### config.mk
export PLATFORM = sky130hd
export DESIGN_NAME = ula_muldiv_seq_flat
export DESIGN_NICKNAME = d
export VERILOG_FILES = /design/src/rtl/ula_muldiv_seq_if.sv /design/src/rtl/ula_muldiv_seq.sv /design/src/flat_wrapper.sv
export SDC_FILE = /design/constraint.sdc
export NUM_CORES = 1
export LEC_CHECK = 0
export BUFFER_PORTS_ARGS = -buffer_cell sky130_fd_sc_hd__buf_2
export CAP_MARGIN = 20
export CORE_ASPECT_RATIO = 1.4
export CORE_MARGIN = 5
export CORE_UTILIZATION = 26
export DETAILED_ROUTE_END_ITERATION = 10
export PLACE_DENSITY = 0.46
export SYNTH_ARGS = -nofsm -noshare
export SYNTH_HDL_FRONTEND = slang
export SYNTH_SLANG_ARGS = --single-unit
export TNS_END_PERCENT = 10
### constraint.sdc
create_clock -name iCLK -period 5.7 [get_ports iCLK]
set_input_delay 0.285 -clock iCLK [delete_from_list [all_inputs] [get_ports iCLK]]
set_output_delay 0.285 -clock iCLK [all_outputs]
set_load 0.02 [all_outputs]
### src/rtl/ula_muldiv_seq_if.sv
// ula_muldiv_seq_if: request/response bundle of the sequential RV32M multiply/divide unit.
// The master side issues requests and consumes results; the slave side is the unit itself.
// Signal prefixes follow the unit's point of view: i* flows into the unit, o* flows out of it.
interface ula_muldiv_seq_if #(
    parameter int XLEN = 32
);
    logic            iValid;
    logic            oReady;
    logic [6:0]      iOpcode;
    logic [2:0]      iFunct3;
    logic [6:0]      iFunct7;
    logic [XLEN-1:0] iA;
    logic [XLEN-1:0] iB;
    logic            oValid;
    logic            iReady;
    logic [XLEN-1:0] oResult;
    logic            oIllegal;

    modport master (
        output iValid, iOpcode, iFunct3, iFunct7, iA, iB, iReady,
        input  oReady, oValid, oResult, oIllegal
    );

    modport slave (
        input  iValid, iOpcode, iFunct3, iFunct7, iA, iB, iReady,
        output oReady, oValid, oResult, oIllegal
    );
endinterface

### src/rtl/ula_muldiv_seq.sv
// ula_muldiv_seq: sequential RV32M multiply/divide unit for the ULA datapath.
// Multiply is radix-2 shift-add on operand magnitudes; divide is restoring, one bit per cycle.
// Signs are fixed up in a single FIX cycle. Divide-by-zero and signed overflow bypass the
// iterative loop entirely. Non-M requests complete one cycle after accept with oIllegal set.
// Optional feature: define MULDIV_EARLY_OUT_EN to let a multiply leave RUN as soon as the
// remaining multiplier bits are all zero; the product is re-aligned in FIX.
module ula_muldiv_seq #(
    parameter int XLEN = 32
) (
    input  logic iCLK,
    input  logic iRST,
    ula_muldiv_seq_if.slave bus
);

    localparam int CNTW = $clog2(XLEN) + 1;

    localparam logic [6:0] OPC_OP = 7'b0110011;
    localparam logic [6:0] F7_MULDIV = 7'b0000001;

    typedef enum logic [1:0] {
        IDLE,
        RUN,
        FIX,
        DONE
    } state_t;

    state_t            state;
    logic [2:0]        funct3Q;
    logic              bypassQ;
    logic              negProdQ;
    logic              negQuotQ;
    logic              negRemQ;
    logic [XLEN-1:0]   operandQ;
    logic [2*XLEN-1:0] prodQ;
    logic [CNTW-1:0]   cntQ;

    logic              isMop;
    logic              isDivReq;
    logic              signedA;
    logic              signedB;
    logic              aNeg;
    logic              bNeg;
    logic [XLEN-1:0]   absA;
    logic [XLEN-1:0]   absB;
    logic              divZero;
    logic              divOverflow;
    logic [XLEN-1:0]   specialVal;

    logic [XLEN:0]     mulSum;
    logic [XLEN:0]     divTrial;
    logic [2*XLEN-1:0] stepNext;

    logic [2*XLEN-1:0] alignedProd;
    logic [2*XLEN-1:0] signedProd;
    logic [XLEN-1:0]   quotAbs;
    logic [XLEN-1:0]   remAbs;
    logic [XLEN-1:0]   fixResult;

    // Request decode: M-op detection, operand magnitudes and the two bypass special cases
    always_comb begin
        isMop       = (bus.iOpcode == OPC_OP) && (bus.iFunct7 == F7_MULDIV);
        isDivReq    = bus.iFunct3[2];
        aNeg        = bus.iA[XLEN-1];
        bNeg        = bus.iB[XLEN-1];
        signedA     = isDivReq ? ~bus.iFunct3[0] : (bus.iFunct3 != 3'b011);
        signedB     = isDivReq ? ~bus.iFunct3[0] : ~bus.iFunct3[1];
        absA        = (signedA && aNeg) ? (~bus.iA + 1'b1) : bus.iA;
        absB        = (signedB && bNeg) ? (~bus.iB + 1'b1) : bus.iB;
        divZero     = isDivReq && (bus.iB == '0);
        divOverflow = isDivReq && ~bus.iFunct3[0]
                      && (bus.iA == {1'b1, {(XLEN-1){1'b0}}})
                      && (bus.iB == {XLEN{1'b1}});
        specialVal  = '0;
        if (divZero) begin
            specialVal = bus.iFunct3[1] ? bus.iA : {XLEN{1'b1}};
        end else if (divOverflow) begin
            specialVal = bus.iFunct3[1] ? '0 : bus.iA;
        end
    end

    // One iteration of either shift-add multiply or restoring divide on the shared register
    always_comb begin
        mulSum   = {1'b0, prodQ[2*XLEN-1:XLEN]} + (prodQ[0] ? {1'b0, operandQ} : '0);
        divTrial = {prodQ[2*XLEN-1], prodQ[2*XLEN-2:XLEN-1]} - {1'b0, operandQ};
        if (funct3Q[2]) begin
            if (!divTrial[XLEN]) begin
                stepNext = {divTrial[XLEN-1:0], prodQ[XLEN-2:0], 1'b1};
            end else begin
                stepNext = {prodQ[2*XLEN-2:0], 1'b0};
            end
        end else begin
            stepNext = {mulSum, prodQ[XLEN-1:1]};
        end
    end

`ifdef MULDIV_EARLY_OUT_EN
    logic mulRestZero;

    // Early-out test: the multiplier bits still to be consumed sit in prodQ[cntQ-1:0]
    always_comb begin
        mulRestZero = 1'b1;
        for (int i = 0; i < XLEN; i++) begin
            if ((i < int'(cntQ)) && prodQ[i]) begin
                mulRestZero = 1'b0;
            end
        end
    end

    // Skipped iterations would only have shifted the product right, so do that shift here
    always_comb begin
        alignedProd = prodQ >> cntQ;
    end
`else
    // Fixed-latency build: the product is already aligned after all XLEN iterations
    always_comb begin
        alignedProd = prodQ;
    end
`endif

    // Sign correction and result selection used by the FIX state
    always_comb begin
        signedProd = negProdQ ? (~alignedProd + 1'b1) : alignedProd;
        quotAbs    = prodQ[XLEN-1:0];
        remAbs     = prodQ[2*XLEN-1:XLEN];
        fixResult  = '0;
        if (bypassQ) begin
            fixResult = prodQ[XLEN-1:0];
        end else begin
            case (funct3Q)
                3'b000:                 fixResult = signedProd[XLEN-1:0];
                3'b001, 3'b010, 3'b011: fixResult = signedProd[2*XLEN-1:XLEN];
                3'b100, 3'b101:         fixResult = negQuotQ ? (~quotAbs + 1'b1) : quotAbs;
                default:                fixResult = negRemQ ? (~remAbs + 1'b1) : remAbs;
            endcase
        end
    end

    // Control FSM with registered handshake outputs; reset aborts any operation in flight
    always_ff @(posedge iCLK) begin
        if (iRST) begin
            state        <= IDLE;
            funct3Q      <= '0;
            bypassQ      <= 1'b0;
            negProdQ     <= 1'b0;
            negQuotQ     <= 1'b0;
            negRemQ      <= 1'b0;
            operandQ     <= '0;
            prodQ        <= '0;
            cntQ         <= '0;
            bus.oReady   <= 1'b1;
            bus.oValid   <= 1'b0;
            bus.oResult  <= '0;
            bus.oIllegal <= 1'b0;
        end else begin
            case (state)
                IDLE: begin
                    if (bus.iValid) begin
                        funct3Q    <= bus.iFunct3;
                        bus.oReady <= 1'b0;
                        if (!isMop) begin
                            state        <= DONE;
                            bus.oValid   <= 1'b1;
                            bus.oIllegal <= 1'b1;
                            bus.oResult  <= '0;
                        end else if (divZero || divOverflow) begin
                            state   <= FIX;
                            bypassQ <= 1'b1;
                            prodQ   <= {{XLEN{1'b0}}, specialVal};
                            cntQ    <= '0;
                        end else begin
                            state    <= RUN;
                            bypassQ  <= 1'b0;
                            cntQ     <= CNTW'(XLEN);
                            operandQ <= isDivReq ? absB : absA;
                            prodQ    <= {{XLEN{1'b0}}, (isDivReq ? absA : absB)};
                            negProdQ <= (signedA && aNeg) ^ (signedB && bNeg);
                            negQuotQ <= (signedA && aNeg) ^ (signedB && bNeg);
                            negRemQ  <= signedA && aNeg;
                        end
                    end
                end
                RUN: begin
`ifdef MULDIV_EARLY_OUT_EN
                    if (!funct3Q[2] && mulRestZero) begin
                        state <= FIX;
                    end else begin
                        prodQ <= stepNext;
                        cntQ  <= cntQ - 1'b1;
                        if (cntQ == CNTW'(1)) begin
                            state <= FIX;
                        end
                    end
`else
                    prodQ <= stepNext;
                    cntQ  <= cntQ - 1'b1;
                    if (cntQ == CNTW'(1)) begin
                        state <= FIX;
                    end
`endif
                end
                FIX: begin
                    state        <= DONE;
                    bus.oValid   <= 1'b1;
                    bus.oIllegal <= 1'b0;
                    bus.oResult  <= fixResult;
                end
                DONE: begin
                    if (bus.iReady) begin
                        state        <= IDLE;
                        bus.oValid   <= 1'b0;
                        bus.oIllegal <= 1'b0;
                        bus.oReady   <= 1'b1;
                    end
                end
                default: begin
                    state <= IDLE;
                end
            endcase
        end
    end

endmodule

### src/flat_wrapper.sv
// flat-port wrapper written by rule: the top's interface ports become plain ports
module ula_muldiv_seq_flat 
#(
    parameter int XLEN = 32
)
  (iCLK, iRST, bus_iValid, bus_iOpcode, bus_iFunct3, bus_iFunct7, bus_iA, bus_iB, bus_iReady, bus_oReady, bus_oValid, bus_oResult, bus_oIllegal);
  ula_muldiv_seq_if #(.XLEN(XLEN)) bus_i ();
  input  logic iCLK;
  input  logic iRST;
  input wire logic [$bits(bus_i.iValid)-1:0] bus_iValid;
  input wire logic [$bits(bus_i.iOpcode)-1:0] bus_iOpcode;
  input wire logic [$bits(bus_i.iFunct3)-1:0] bus_iFunct3;
  input wire logic [$bits(bus_i.iFunct7)-1:0] bus_iFunct7;
  input wire logic [$bits(bus_i.iA)-1:0] bus_iA;
  input wire logic [$bits(bus_i.iB)-1:0] bus_iB;
  input wire logic [$bits(bus_i.iReady)-1:0] bus_iReady;
  output wire logic [$bits(bus_i.oReady)-1:0] bus_oReady;
  output wire logic [$bits(bus_i.oValid)-1:0] bus_oValid;
  output wire logic [$bits(bus_i.oResult)-1:0] bus_oResult;
  output wire logic [$bits(bus_i.oIllegal)-1:0] bus_oIllegal;
  assign bus_i.iValid = bus_iValid;
  assign bus_i.iOpcode = bus_iOpcode;
  assign bus_i.iFunct3 = bus_iFunct3;
  assign bus_i.iFunct7 = bus_iFunct7;
  assign bus_i.iA = bus_iA;
  assign bus_i.iB = bus_iB;
  assign bus_i.iReady = bus_iReady;
  assign bus_oReady = bus_i.oReady;
  assign bus_oValid = bus_i.oValid;
  assign bus_oResult = bus_i.oResult;
  assign bus_oIllegal = bus_i.oIllegal;
  ula_muldiv_seq #(.XLEN(XLEN)) u_core (.iCLK(iCLK), .iRST(iRST), .bus(bus_i));
endmodule
==> reports/qor.txt, run 1 <==
Avg Cell Area, Syn - 7.19 um2
Clock sinks - 145
Top-area cell type share of the netlist area - 19.3%
Vias in the first global route - 15,912
Largest cells by area after synthesis - dfxtp_1 (19%), ha_1 (6.2%), a21oi_1 (6.1%)
Starting DRT DRC Count - 1,313
Switching Fraction - 44.3%
Status - completed
Sw Pwr - 1.76 mW
Residual DRC - 0
Pre-CTS WS - 1.52 ns
Critical path type - reg -> reg
Post-route setup TNS - 0 ns
Power consumption - 3.97 mW
Fin. Hold Viols - 0
Lkg Pwr - 6.38 nW
Ys Warns - 0
Post-route ant nets - 0
Worst setup margin - 1.49 ns
Final setup vio count - 0
Hold-fix buffers, CTS - 0
Most common cell in the netlist - nand2_1
Port Buffers - 119
Post-Synthesis Net Count - 2,255
Slew headroom - 29.7%
Critical path peak fanout - 19
Boundary pin count - 120
CTS tree - yes
Clock group share of total power - 29.9%
P per Cell Area - 235 nW/um2
Number of flops mapped to enable cells by yosys - 0
Final Max Slew Viols - 0
Routed wire per std cell - 23.1 um
Clk root buf - clkbuf_16
Design area - 16,900 um2
Synth unique cells - 91
Via-per-instance ratio - 5.70
Diode count - 0
Post-CTS setup buffers - 0
Vias - 16,356
Async set-reset flop share out of synthesis - 0%
Fin crit share - 73.9%
Synth-to-layout area growth - 12.2%
Final WL - 66.4 mm
F_max - 0.237 GHz
Global route overflow - 0
DP Cell Count - 2,836
Worst Clk Skew - 0.0176 ns
Register bit count reported by yosys - 145
Die area - 62,900 um2
Area leader, netlist - dfxtp_1
Clk slew on worst S/H paths - 0.07 ns
Initial antenna violation count - 1
Reg power frac - 30.1%
Die Y - 295 um
Worst EP required - 6.04 ns
Worst-Margin Slew - 1.05 ns
Worst VDD drop - 216 uV
TritonCTS Buffers - 17
GR Util All Layers - 20.5%
Worst-Skew Late Latency - 0.46 ns
Largest net degree at the start of global routing - 89
Final GP Congestion - 0.954
Initial Util - 26.2%
# resized after CTS - 0
Synth cell count leaders - nand2_1 (219), a21oi_1 (184), o21ai_0 (164)
Nets - 2,275
Rows - 104
CTS Buffer Depth - 2
Mapped cell area - 15,100 um2
Synth Instances - 2,093
CTS H-tree lvls - 4
Share of cells above drive strength 1 - 11.8%
Post-DP Area - 16,300 um2
Arr. time, crit path - 4.55 ns
RSZ-0062 raised after global routing - no
DPL Wire Length - 51.7 mm
Fillers - 6,287
Max-Cap Viols - 0
Top_reg_cell synth - dfxtp_1
Period minus WS final - 4.21 ns
Seq/Total Area, Yosys - 19.3%
Crit end category - register
Hold crit path type - in -> reg
First-pass GRT wire length - 99.6 mm
Internal power - 2.21 mW
DR pass1 iterations - 6
Core area - 57,400 um2
Final cell count without fillers - 2,868
Die extent in x - 213 um
CP Launch Type - register
Gate power share - 40.0%
kinds of logic after synthesis:
kind of cell / synth area share [%]
compound gates: 29.6
xor+xnor: 10.9
fa+ha+maj: 6.50
buf+inv: 6.31
flops: 19.3
mux: 4.86
simple gates: 22.5
cell type report:
| class | instances | area, um2 | area share (%) |
|---|---|---|---|
| Clock buffer | 18 | 439 | 2.60 |
| Clock inverter | 14 | 160 | 0.949 |
| Inverter | 82 | 308 | 1.82 |
| Multi-Input combinational cell | 1706 | 11200 | 66.5 |
| Sequential cell | 145 | 2910 | 17.2 |
| Tap cell | 742 | 928 | 5.50 |
| Timing Repair Buffer | 161 | 913 | 5.41 |
power groups by stage:
stage	logic (mW)	clock network (mW)	registers (mW)
6_report	1.59	1.19	1.20
5_1_grt	1.71	1.25	1.20
4_1_cts	1.57	1.21	1.19
3_5_place_dp	1.57	0	1.21
3_3_place_gp	1.56	0	1.21
2_1_floorplan	1.07	0	1.16
state kept, by name (all words and copies together), names as in the netlist:
register             flops
u_core.negRemQ           1
u_core.bus.oValid        1
u_core.state             2
u_core.funct3Q           3
u_core.alignedProd      64
u_core.operandQ         32
u_core.cntQ              6
u_core.negProdQ          1
u_core.bypassQ           1
u_core.bus.oResult      32
u_core.bus.oIllegal      1
u_core.bus.oReady        1
worst max-delay path, cell delays in order (launching register included):
cell and delay (ns):
dfxtp_1 0.45, inv_1 0.65, nor2_1 0.12, ha_1 0.38, o21ai_0 0.13, o21ai_0 0.31
a311o_1 0.38, a41oi_1 0.22, o21ai_0 0.24, buf_4 0.18, a31oi_1 0.10, o41ai_1 0.49
xor2_1 0.13, a211o_1 0.31
cell usage in the layout, fill, tap and decap left out, types with 13 or more instances in the layout:
cell       netlist  layout
nand2_1        219     219
a21oi_1        184     184
o21ai_0        164     164
nor2_1         153     151
dfxtp_1        145     143
buf_2           21     118
xnor2_1        105     105
xor2_1          83      83
inv_1           81      81
ha_1            75      75
nand3_1         63      63
mux2i_1         63      63
nor3_1          64      62
buf_4            0      43
o211ai_1        41      41
a31oi_1         30      30
nand4_1         27      27
o31ai_1         27      27
a21o_1          26      26
a22oi_1         25      25
or3_1           24      24
a211oi_1        24      24
o221ai_1        20      20
nand2b_1        19      19
clkbuf_16        0      17
o41ai_1         16      16
or4_1           15      15
o22ai_1         15      15
nor4_1          14      14
a221oi_1        14      14
o21a_1          14      14
and2_1          13      13
per-stage QoR:
step | util (%) | hold WS [ns]
6_report | 29.4 | 0.170
5_1_grt | 29.4 | 0.183
4_1_cts | 29.4 | 0.148
3_5_place_dp | 28.4 | 0.436
3_3_place_gp | 28.3 | 0.432
2_1_floorplan | - | 0.432
routing by layer:
metal	up-vias	GRT usage (%)	wire (um)
met5	-	0	0
met1	7844	24.1	25900
met3	143	2.49	3330
li1	7738	-	-
met2	631	36.5	33300
met4	0	10.4	3820
worst paths after layout:
check | from | to | slack [ns] | cells after the start
max | u_core.alignedProd[0] | u_core.alignedProd[62] | 1.49 | 13
min | bus_iReady | u_core.bus.oReady | 0.17 | 3
max reg2reg | u_core.alignedProd[0] | u_core.alignedProd[62] | 1.49 | 13
min reg2reg | u_core.bus.oResult[26] | u_core.bus.oResult[26] | 0.45 | 2
Note: power is estimated with default switching activity, not from simulation.
==> run 2: changes to the inputs <==
- clock period: 5.7 -> 4.4 ns (I/O delays scaled with it)
==> reports/qor.txt, run 2 (synthesis gave the netlist of run 1 again) <==
Status - completed
Worst reg2reg startpoint - u_core.alignedProd[31]
Vias in the first global route - 16,480
Met1 Use GR - 23.8%
Critical path peak fanout - 18
Final cell count without fillers - 2,899
R2r worst-path depth - 13
Vias - 16,353
CTS Buffer Depth - 2
Fillers - 6,334
# resized after CTS - 0
CP max-delay cell - a311oi_1
Arr. time, crit path - 4.33 ns
Max incr delay on CP - 0.53 ns
Rows - 104
Final Max Slew Viols - 0
Global route overflow - 0
CTS H-tree lvls - 4
Post-route ant nets - 0
Hold-fix buffers, CTS - 0
Residual DRC - 0
CP Launch Type - register
GRT busiest layer - met2
Fin crit share - 90.4%
Clk root buf - clkbuf_16
Via-per-instance ratio - 5.64
Worst EP required - 4.75 ns
Cells along the critical path - inv_1 > ha_1 > fa_1 > nand2b_1 > a21oi_1 > o21a_1 > o21ai_0 > a311oi_1 > o21ai_0 > nand2_1 > buf_4 > o311ai_0 > a32o_1
Most used cell, CP - o21ai_0
CTS tree - yes
CP Capture Point - u_core.alignedProd[55]
Clock sinks - 145
Core area - 57,400 um2
P per Cell Area - 303 nW/um2
Hold crit path type - in -> reg
Flop-to-flop setup slack - 0.42 ns
Clk slew on worst S/H paths - 0.07 ns
F_max - 0.251 GHz
Lkg Pwr - 6.54 nW
GR Util All Layers - 20.9%
Starting DRT DRC Count - 1,236
Critical path type - reg -> reg
Register Area - 2910 um2
First-pass GRT wire length - 101 mm
Worst Clk Skew - 0.0159 ns
Final GP Congestion - 0.955
Synth-to-layout area growth - 13.7%
Power consumption - 5.19 mW
Port Buffers - 119
DPL Wire Length - 53.2 mm
Post-route setup TNS - 0 ns
Worst-Margin Slew - 1.13 ns
Met3 usage - 2.42%
RSZ-0062 raised after global routing - no
TritonCTS Buffers - 17
Worst VDD drop - 406 uV
Post-CTS setup buffers - 0
Max reg flops - 64
Final setup vio count - 0
Largest net degree at the start of global routing - 65
Met2 GRT Util - 36.9%
Nets - 2,305
Share of cells above drive strength 1 - 13.0%
Boundary pin count - 120
Worst-Skew Late Latency - 0.46 ns
Crit end category - register
Initial antenna violation count - 0
Die extent in x - 213 um
Die area - 62,900 um2
DP Cell Count - 2,866
FF-to-FF End - u_core.alignedProd[55]
Initial Util - 26.2%
Crit. Startpoint - u_core.alignedProd[31]
Final WL - 67.2 mm
Commonest cells after routing, fill and taps aside - nand2_1 (219), a21oi_1 (184), o21ai_0 (164)
Routed wire per std cell - 23.2 um
Hold WS - 0.0844 ns
DR pass1 iterations - 5
Period minus WS final - 3.98 ns
Max-Cap Viols - 0
Die Y - 295 um
Footprint of the multi-input gates - 11,200 um2
Fin. Hold Viols - 0
Slew headroom - 24.8%
Commonest non-fill, non-tap cell in the layout - nand2_1
## run 2: cell count changes in the layout (fill, tap and decap cells not counted), sizes merged
cell | before | now
bufinv | 1 | 0
buf | 161 | 191
inv | 93 | 89
diode | 0 | 1
clkinv | 2 | 7
clkbuf | 18 | 17
clkinvlp | 0 | 1
## run 2: routing by layer
layer / vias to the layer above / part of all wire (%)
li1: 7779 / -
met1: 7870 / 39
met2: 546 / 49
met3: 158 / 3.9
met4: 0 / 7.4
met5: - / 0
## run 2: cell type report
type / count / share of cell area [%]
timing repair buffer: 191 / 6.67
multi-input combinational: 1706 / 65.5
clock inverter: 15 / 1.08
clock buffer: 17 / 2.49
antenna: 1 / 0.0146
inverter: 82 / 1.80
tap: 742 / 5.42
sequential: 145 / 17.0
## run 2: per-stage QoR
stage	worst slack [ns]	instance area, um2	utilization (%)
2_1_floorplan	1.01	15100	-
3_3_place_gp	0.567	16500	28.7
3_5_place_dp	0.519	16500	28.8
4_1_cts	0.463	17100	29.8
5_1_grt	0.144	17100	29.8
6_report	0.421	17100	29.8
## run 2: worst min path at each step
stage / slack, ns / end / cells past startpoint / from
6_report: 0.08 / u_core.bus.oReady / 3 / bus_iReady
5_1_grt: 0.09 / u_core.bus.oReady / 3 / bus_iReady
4_1_cts: 0.08 / u_core.bus.oReady / 3 / bus_iReady
3_5_place_dp: 0.44 / u_core.bus.oResult[18] / 1 / u_core.bus.oResult[18]
3_3_place_gp: 0.43 / u_core.bus.oResult[18] / 1 / u_core.bus.oResult[18]
2_1_floorplan: 0.37 / u_core.funct3Q[0] / 2 / bus_iFunct3[0]
## run 2: where the power goes
group / switching, mW / internal, mW / total, mW
clock: 0.749 / 0.772 / 1.52
combinational: 1.51 / 0.652 / 2.16
sequential: 0.113 / 1.40 / 1.51
## run 2: worst max-delay path, delay by kind of cell, from the launching register on
kind | cells | cell delay (ns)
buf+inv | 2 | 0.44
flops | 1 | 0.44
fa+ha+maj | 2 | 0.66
simple gates | 2 | 0.30
compound gates | 7 | 2.03
==> run 3: changes to the inputs <==
- CORE_UTILIZATION: 26 -> 38
- PLACE_DENSITY: 0.46 -> 0.6
==> reports/qor.txt, run 3 (synthesis gave the netlist of run 1 again) <==
Clk slew on worst S/H paths - 0.08 ns
Diode count - 0
CP Launch Type - register
Hold WS - 0.0815 ns
Arr. time, crit path - 4.25 ns
Fin crit share - 89.9%
Largest net degree at the start of global routing - 53
Max incr delay on CP - 0.54 ns
Core area - 39,300 um2
Final Max Slew Viols - 0
Starting DRT DRC Count - 1,497
Die extent in x - 178 um
Footprint of the multi-input gates - 11,200 um2
Worst-Margin Slew - 0.990 ns
Max reg flops - 64
Worst Clk Skew - 0.0180 ns
Share of cells above drive strength 1 - 12.8%
Vias - 16,400
DR pass1 iterations - 6
Crit end category - register
Hold-fix buffers, CTS - 0
Status - completed
Period minus WS final - 3.96 ns
Register Area - 2910 um2
F_max - 0.253 GHz
Critical path's top delay family - compound AO/OA/AOI/OAI gates
Post-route ant nets - 0
Routed wire per std cell - 22.7 um
Core Util, Final - 42.9%
CP max-delay cell - a311oi_1
Cells along the critical path - inv_1 > fa_1 > nand2b_1 > a21oi_1 > o21a_1 > o21ai_0 > a311oi_1 > o21ai_0 > nand2_1 > buf_4 > mux2i_1 > o21ai_0
Hold crit path type - in -> reg
Crit path buffers/inverters - 2
Post-route setup TNS - 0 ns
GR Util All Layers - 27.3%
Via-per-instance ratio - 6.12
Vias in the first global route - 15,957
Commonest non-fill, non-tap cell in the layout - nand2_1
Die Y - 245 um
Critical path peak fanout - 15
Rows - 86
Final setup vio count - 0
Global route overflow - 0
Final WL - 60.8 mm
Initial Util - 38.3%
Residual DRC - 0
CTS tree - yes
Lkg Pwr - 6.53 nW
Max-Cap Viols - 0
Critical path type - reg -> reg
Final GP Congestion - 1.01
Most used cell, CP - o21ai_0
Initial antenna violation count - 0
Post-CTS setup buffers - 0
Synth-to-layout area growth - 11.9%
CTS Buffer Depth - 2
CTS H-tree lvls - 4
Slew headroom - 33.9%
Fillers - 4,078
Fin. Hold Viols - 0
# resized after CTS - 0
Clock sinks - 145
Port Buffers - 119
Nets - 2,302
Worst VDD drop - 342 uV
Die area - 43,700 um2
Commonest cells after routing, fill and taps aside - nand2_1 (219), a21oi_1 (184), o21ai_0 (164)
RSZ-0062 raised after global routing - no
Clk root buf - clkbuf_16
Worst-Skew Late Latency - 0.46 ns
First-pass GRT wire length - 93.2 mm
TritonCTS Buffers - 17
Boundary pin count - 120
Worst EP required - 4.69 ns
DPL Wire Length - 47.8 mm
P per Cell Area - 302 nW/um2
run 3: cell count changes in the layout (fill, tap and decap cells not counted), sizes merged:
cell	change
buf	-3
clkinvlp	-1
diode	-1
inv	+1
run 3: worst register-to-register path: cells and delay by family, from the launching register on:
| family | cells | cell delay (ns) |
|---|---|---|
| buf+inv | 2 | 0.50 |
| compound gates | 6 | 1.55 |
| fa+ha+maj | 1 | 0.47 |
| flops | 1 | 0.52 |
| mux | 1 | 0.23 |
| simple gates | 2 | 0.54 |
run 3: worst paths after layout:
check	slack, ns	start	endpoint	depth (start not counted)
setup / recovery	0.44	u_core.alignedProd[32]	u_core.alignedProd[46]	12
hold / removal	0.08	bus_iValid	u_core.funct3Q[0]	3
setup reg to reg	0.44	u_core.alignedProd[32]	u_core.alignedProd[46]	12
hold reg to reg	0.46	u_core.operandQ[3]	u_core.operandQ[3]	2
run 3: area by class of cell:
class | count | area share, %
repair buffers | 188 | 6.61
inverters | 82 | 1.83
multi-input cells | 1706 | 66.6
clock inverters | 15 | 1.21
clock buffers | 17 | 2.53
flip-flops and latches | 145 | 17.3
well taps | 528 | 3.92
run 3: through the flow:
step                      cell area, um2  setup slack, ns  cells  total power [mW]
after CTS                          16800            0.476   2681              5.07
after floorplan                    15100             1.01   2093              2.90
final                              16800            0.442   2681              5.09
after global placement             16200            0.671   2648              3.51
after detailed placement           16200            0.511   2649              3.51
after global routing               16800            0.134   2681              5.34
run 3: power breakdown:
part / switching, mW / internal [mW] / leakage, nW
combinational: 1.37 / 0.637 / 5.06
clock: 0.766 / 0.783 / 0.303
sequential: 0.143 / 1.39 / 1.17
total: 2.28 / 2.82 / 6.53
run 3: per-layer routing:
layer	GRT usage, %	wire length, um	part of all wire, %
met3	3.18	3290	5.4
met5	0	0	0
met4	18.1	4490	7.4
met1	32.2	23800	39
met2	46.1	29200	48
